===== src/rtl/fch_arb.sv =====
// Two-master instruction-fetch arbiter: round-robin grant held while the slave stalls,
// with an outstanding-ID FIFO that steers in-order slave responses back to the requester.
module fch_arb #(
    parameter int PC_W     = 32,
    parameter int IR_W     = 32,
    parameter int OT_DEPTH = 2
) (
    input  logic            clk,
    input  logic            rst_n,

    input  logic            m0_req_vld,
    output logic            m0_req_rdy,
    input  logic [PC_W-1:0] m0_req_pc,
    output logic            m0_rsp_vld,
    input  logic            m0_rsp_rdy,
    output logic [IR_W-1:0] m0_rsp_ir,

    input  logic            m1_req_vld,
    output logic            m1_req_rdy,
    input  logic [PC_W-1:0] m1_req_pc,
    output logic            m1_rsp_vld,
    input  logic            m1_rsp_rdy,
    output logic [IR_W-1:0] m1_rsp_ir,

    output logic            s_req_vld,
    input  logic            s_req_rdy,
    output logic [PC_W-1:0] s_req_pc,
    input  logic            s_rsp_vld,
    output logic            s_rsp_rdy,
    input  logic [IR_W-1:0] s_rsp_ir,

    output logic            idle
);

    localparam int CNT_W = $clog2(OT_DEPTH + 1);
    localparam int PTR_W = (OT_DEPTH > 1) ? $clog2(OT_DEPTH) : 1;
    localparam logic [CNT_W-1:0] CNT_FULL = CNT_W'(OT_DEPTH);
    localparam logic [PTR_W-1:0] PTR_LAST = PTR_W'(OT_DEPTH - 1);

    logic                rr_last;
    logic                lock;
    logic                lock_id;
    logic [OT_DEPTH-1:0] id_fifo;
    logic [PTR_W-1:0]    wr_ptr;
    logic [PTR_W-1:0]    rd_ptr;
    logic [CNT_W-1:0]    ot_cnt;

    logic gnt;
    logic full;
    logic empty;
    logic head;
    logic head_rdy;
    logic req_hsk;
    logic rsp_hsk;

    function automatic logic [PTR_W-1:0] ptr_inc(input logic [PTR_W-1:0] p);
        return (p == PTR_LAST) ? '0 : p + PTR_W'(1);
    endfunction

    // A stalled request keeps its grant so the slave sees a stable address.
    always_comb begin
        gnt = 1'b0;
        if (lock) begin
            gnt = lock_id;
        end else if (m0_req_vld && m1_req_vld) begin
            gnt = ~rr_last;
        end else if (m1_req_vld) begin
            gnt = 1'b1;
        end
    end

    assign full  = (ot_cnt == CNT_FULL);
    assign empty = (ot_cnt == '0);

    assign s_req_vld  = (m0_req_vld | m1_req_vld) & ~full;
    assign s_req_pc   = gnt ? m1_req_pc : m0_req_pc;
    assign m0_req_rdy = ~gnt & s_req_rdy & ~full & m0_req_vld;
    assign m1_req_rdy =  gnt & s_req_rdy & ~full & m1_req_vld;
    assign req_hsk    = s_req_vld & s_req_rdy;

    assign head       = id_fifo[rd_ptr];
    assign head_rdy   = head ? m1_rsp_rdy : m0_rsp_rdy;
    assign s_rsp_rdy  = ~empty & head_rdy;
    assign m0_rsp_vld = s_rsp_vld & ~empty & ~head;
    assign m1_rsp_vld = s_rsp_vld & ~empty &  head;
    assign m0_rsp_ir  = s_rsp_ir;
    assign m1_rsp_ir  = s_rsp_ir;
    assign rsp_hsk    = s_rsp_vld & s_rsp_rdy;

    assign idle = empty & ~lock;

    always_ff @(posedge clk or negedge rst_n) begin
        if (!rst_n) begin
            rr_last <= 1'b1;
            lock    <= 1'b0;
            lock_id <= 1'b0;
        end else if (req_hsk) begin
            rr_last <= gnt;
            lock    <= 1'b0;
        end else if (s_req_vld) begin
            lock    <= 1'b1;
            lock_id <= gnt;
        end
    end

    // Push is gated by full at the start of the cycle, so a same-cycle pop never frees a slot early.
    always_ff @(posedge clk or negedge rst_n) begin
        if (!rst_n) begin
            id_fifo <= '0;
            wr_ptr  <= '0;
            rd_ptr  <= '0;
            ot_cnt  <= '0;
        end else begin
            if (req_hsk) begin
                id_fifo[wr_ptr] <= gnt;
                wr_ptr          <= ptr_inc(wr_ptr);
            end
            if (rsp_hsk) begin
                rd_ptr <= ptr_inc(rd_ptr);
            end
            case ({req_hsk, rsp_hsk})
                2'b10:   ot_cnt <= ot_cnt + CNT_W'(1);
                2'b01:   ot_cnt <= ot_cnt - CNT_W'(1);
                default: ot_cnt <= ot_cnt;
            endcase
        end
    end

    a_rsp_when_empty: assert property (@(posedge clk) disable iff (!rst_n)
        !(s_rsp_vld && empty));

    a_locked_vld_held: assert property (@(posedge clk) disable iff (!rst_n)
        lock |-> (lock_id ? m1_req_vld : m0_req_vld));

    a_locked_pc_stable: assert property (@(posedge clk) disable iff (!rst_n)
        lock |-> $stable(s_req_pc));

    a_cnt_bound: assert property (@(posedge clk) disable iff (!rst_n)
        ot_cnt <= CNT_FULL);

endmodule


===== config.mk =====
export PLATFORM = sky130hd
export DESIGN_NAME = fch_arb
export DESIGN_NICKNAME = d
export VERILOG_FILES = /design/src/rtl/fch_arb.sv
export SDC_FILE = /design/constraint.sdc
export NUM_CORES = 1
export LEC_CHECK = 0
export ABC_AREA = 1
export BUFFER_PORTS_ARGS = -buffer_cell sky130_fd_sc_hd__buf_2
export CORE_AREA = 5 5 77 79
export CTS_CLUSTER_DIAMETER = 120
export CTS_CLUSTER_SIZE = 8
export DETAILED_ROUTE_END_ITERATION = 8
export DIE_AREA = 0 0 82 84
export PLACE_DENSITY = 0.87
export SKIP_LAST_GASP = 1
export SLEW_MARGIN = 40
export SYNTH_ARGS = -nofsm -noshare
export SYNTH_HDL_FRONTEND = slang
export SYNTH_SLANG_ARGS = --single-unit

===== constraint.sdc =====
create_clock -name clk -period 3.4 [get_ports clk]
set_input_delay 0.68 -clock clk [delete_from_list [all_inputs] [get_ports clk]]
set_output_delay 0.68 -clock clk [all_outputs]
set_load 0.02 [all_outputs]

==> results_dict.tcl <==
set metrics [dict create \
    outcome "finished clean" \
    ys_ff_latch 9 \
    crit_path_start "m0_req_vld" \
    path_buf_inv 3 \
    tightest_slew_ns 0.390 \
    crit_path_end "s_req_pc[16]" \
    post_cts_resized 0 \
    fillers 591 \
    antenna_found_initial 0 \
    slowest_delay_ns 0.36 \
    fin_hold_ws_ns 0.285 \
    worstReg2RegStart "rd_ptr$_DFFE_PN0P_" \
    drc 0 \
    ant_nets 0 \
    seq_area_frac_synth 0.156 \
    rsz0062_at_grt "false" \
    crit_family "buffers and inverters" \
    final_area_mm2 0.00161 \
    holdCritPathClass "input pin to asynchronous set/reset pin" \
    vias_per_cell 4.13 \
    grt_first_pass_wirelength_mm 6.04 \
    r2r_slack_ns 1.81 \
    power_density_mw_per_mm2 825 \
    crit_chain "buf_2, nand2_1, nand3_2, nand2_4, inv_4, nand2_1, nand2_1, buf_2" \
    syn_area_mm2 0.00145 \
    initial_utilization 0.275 \
    hpwl_mm 3.58 \
    syn_avg_cell_area_um2 6.04 \
    reg2regPathDepth 10 \
    finalWeightedCongestion 0.733 \
    finalHoldViolations 0 \
    mostFrequentLayoutCells "nand2_1, buf_2, inv_1, dfrtp_1" \
    synth_top_area_share 0.331 \
    clock-sinks 9 \
    detail_route.wl_per_cell_um 12.1 \
    grt_usage 0.111 \
    vias 1471 \
    pre_cts_ws_ns 0.841 \
    die_x_um 82 \
    maxSlewViolCount 0 \
    area_growth_pct 10.8 \
    clk_pin_slew_worst_paths_ns 0.04 \
    slowest_stage "inv_4" \
    syn-num-nets 345 \
    cts_buffers 3 \
    final_common_cell "nand2_1" \
    worstPathMaxFanout 36 \
    die_area_mm2 0.00689 \
    crit_top_cell "nand2_1" \
    overflow 0 \
    pin_count 207 \
    cts_tree "done" \
    root_buffer "clkbuf_8" \
    grt_max_degree 37 \
    postPlaceCellArea_mm2 0.00156 \
    drtPass1Iterations 4 \
    drt_iter0_drc 27 \
    cp.depth 8 \
    clock_latency_ns 0.23 \
    fin_nets 390 \
    cts_buffer_depth 2 \
    postSynthCellCount 240 \
    critical_path_class "input pin to output pin" \
    vdd_drop_max_uv 407 \
    relSlewSlack 0.740 \
    fin_crit_ns 2.56 \
    port_buffers 110 \
    power.leakage_nw 1.06 \
    cts_setup_buffers 0 \
    cts_hold_buf 0 \
    rows 27 \
    chipHeight_um 84 \
    ys_types 24 \
    layout-drive-gt1-share 0.447 \
    yosysWarnings 0 \
    totalPowerFinal_mw 1.33 \
    routed_wl_mm 4.31 \
    start_kind "input pin" \
    ys_top_cells_by_area "buf_4, nand2_1, dfrtp_1" \
    maxCapViolations 0 \
    period_share 0.752 \
    antenna_cells 0 \
    fmax_ghz 0.391 \
    timing.rr.end "ot_cnt[1]$_DFFE_PN0P_" \
    cp.arrival_ns 1.88 \
    layout_setup_ws_ns 0.845 \
    tns_ns 0 \
    endpoint_kind "output pin" \
    core-area_mm2 0.00527 \
    required_ns 2.72 \
    fin_skew_ns 0.00308 \
    finalSetupViolCount 0 \
    htree_num_levels 1 \
    synth_top_area_cell "buf_4" \
    grt_pass1_vias 1340 \
]
==> flip-flops by register name, indices dropped and copies added (netlist names) <==
register  flops
rr_last       1
lock          1
id_fifo       2
rd_ptr        1
wr_ptr        1
ot_cnt        2
lock_id       1
==> worst reg2reg max path, cell delays in order, from the launching register on <==
cell and delay, ns:
dfrtp_1 0.38, inv_1 0.07, nand2_1 0.08, nand2_1 0.08
nand2_1 0.08, nand3_1 0.10, inv_1 0.05, ha_1 0.19
or2_2 0.28, nand2_1 0.09, xnor2_1 0.11
==> routing by layer <==
layer,track usage,up-vias,part of all wire
li1,-,741,-
met1,0.106,596,0.35
met2,0.193,118,0.46
met3,0.0540,16,0.16
met4,0.0559,0,0.033
met5,0,-,0
==> power breakdown <==
part	internal, mW	switching [mW]	leakage, nW	total [mW]
Combinational	0.319	0.670	0.927	0.989
Clock	0.0816	0.0407	0.0228	0.122
Sequential	0.165	0.0492	0.109	0.214
Total	0.565	0.760	1.06	1.33
==> cell type report <==
cell class	instances	area, um^2	share of cell area
Clock buffer	4	45.0	0.0280
Inverter	14	60.1	0.0374
Multi-Input combinational cell	147	634	0.395
Sequential cell	9	226	0.141
Tap cell	72	90.1	0.0561
Timing Repair Buffer	110	551	0.343
==> synth_stat cells <==
master and n:
nand3_1 6, o21ai_1 2, nor3_1 1, inv_2 2
nand2_1 116, buf_6 3, o21ai_0 1, a21oi_1 2
inv_1 10, buf_2 3, nand2_4 3, dfstp_2 1
inv_4 1, ha_1 1, nand3_2 1, nand2_2 3
dfrtp_1 8, buf_4 64, nor2_1 6, nor2_4 1
xnor2_1 2, clkinv_4 1, or2_2 1, nand4_1 1
==> metrics by stage <==
| step | utilization | std cells |
|---|---|---|
| finish | 0.305 | 356 |
| global route | 0.305 | 356 |
| detailed placement | 0.296 | 352 |
| global placement | 0.296 | 352 |
| CTS | 0.305 | 356 |
| floorplan | - | 240 |
==> kinds of logic (layout without fill, tap and decap cells) <==
logic type,Yosys count,count (layout),synth area share
buffers and inverters,84,128,0.406
AO/OA/AOI/OAI,5,5,0.0173
adder cells (fa/ha/maj),1,1,0.00863
flip-flops,9,9,0.156
AND/OR/NAND/NOR,139,139,0.399
XOR/XNOR,2,2,0.0121
==> worst min-delay path by stage <==
stage,start,end,slack [ns],depth (start not counted)
after global routing,rst_n,wr_ptr$_DFFE_PN0P_,0.30,1
after floorplan,rst_n,id_fifo[0]$_DFFE_PN0P_,0.38,0
final,rst_n,lock_id$_DFFE_PN0P_,0.29,1
after detailed placement,rr_last$_DFFE_PN1P_,rr_last$_DFFE_PN1P_,0.47,2
after global placement,rr_last$_DFFE_PN1P_,rr_last$_DFFE_PN1P_,0.46,2
after CTS,rst_n,lock_id$_DFFE_PN0P_,0.29,1
(Power assumes the default switching activity.)
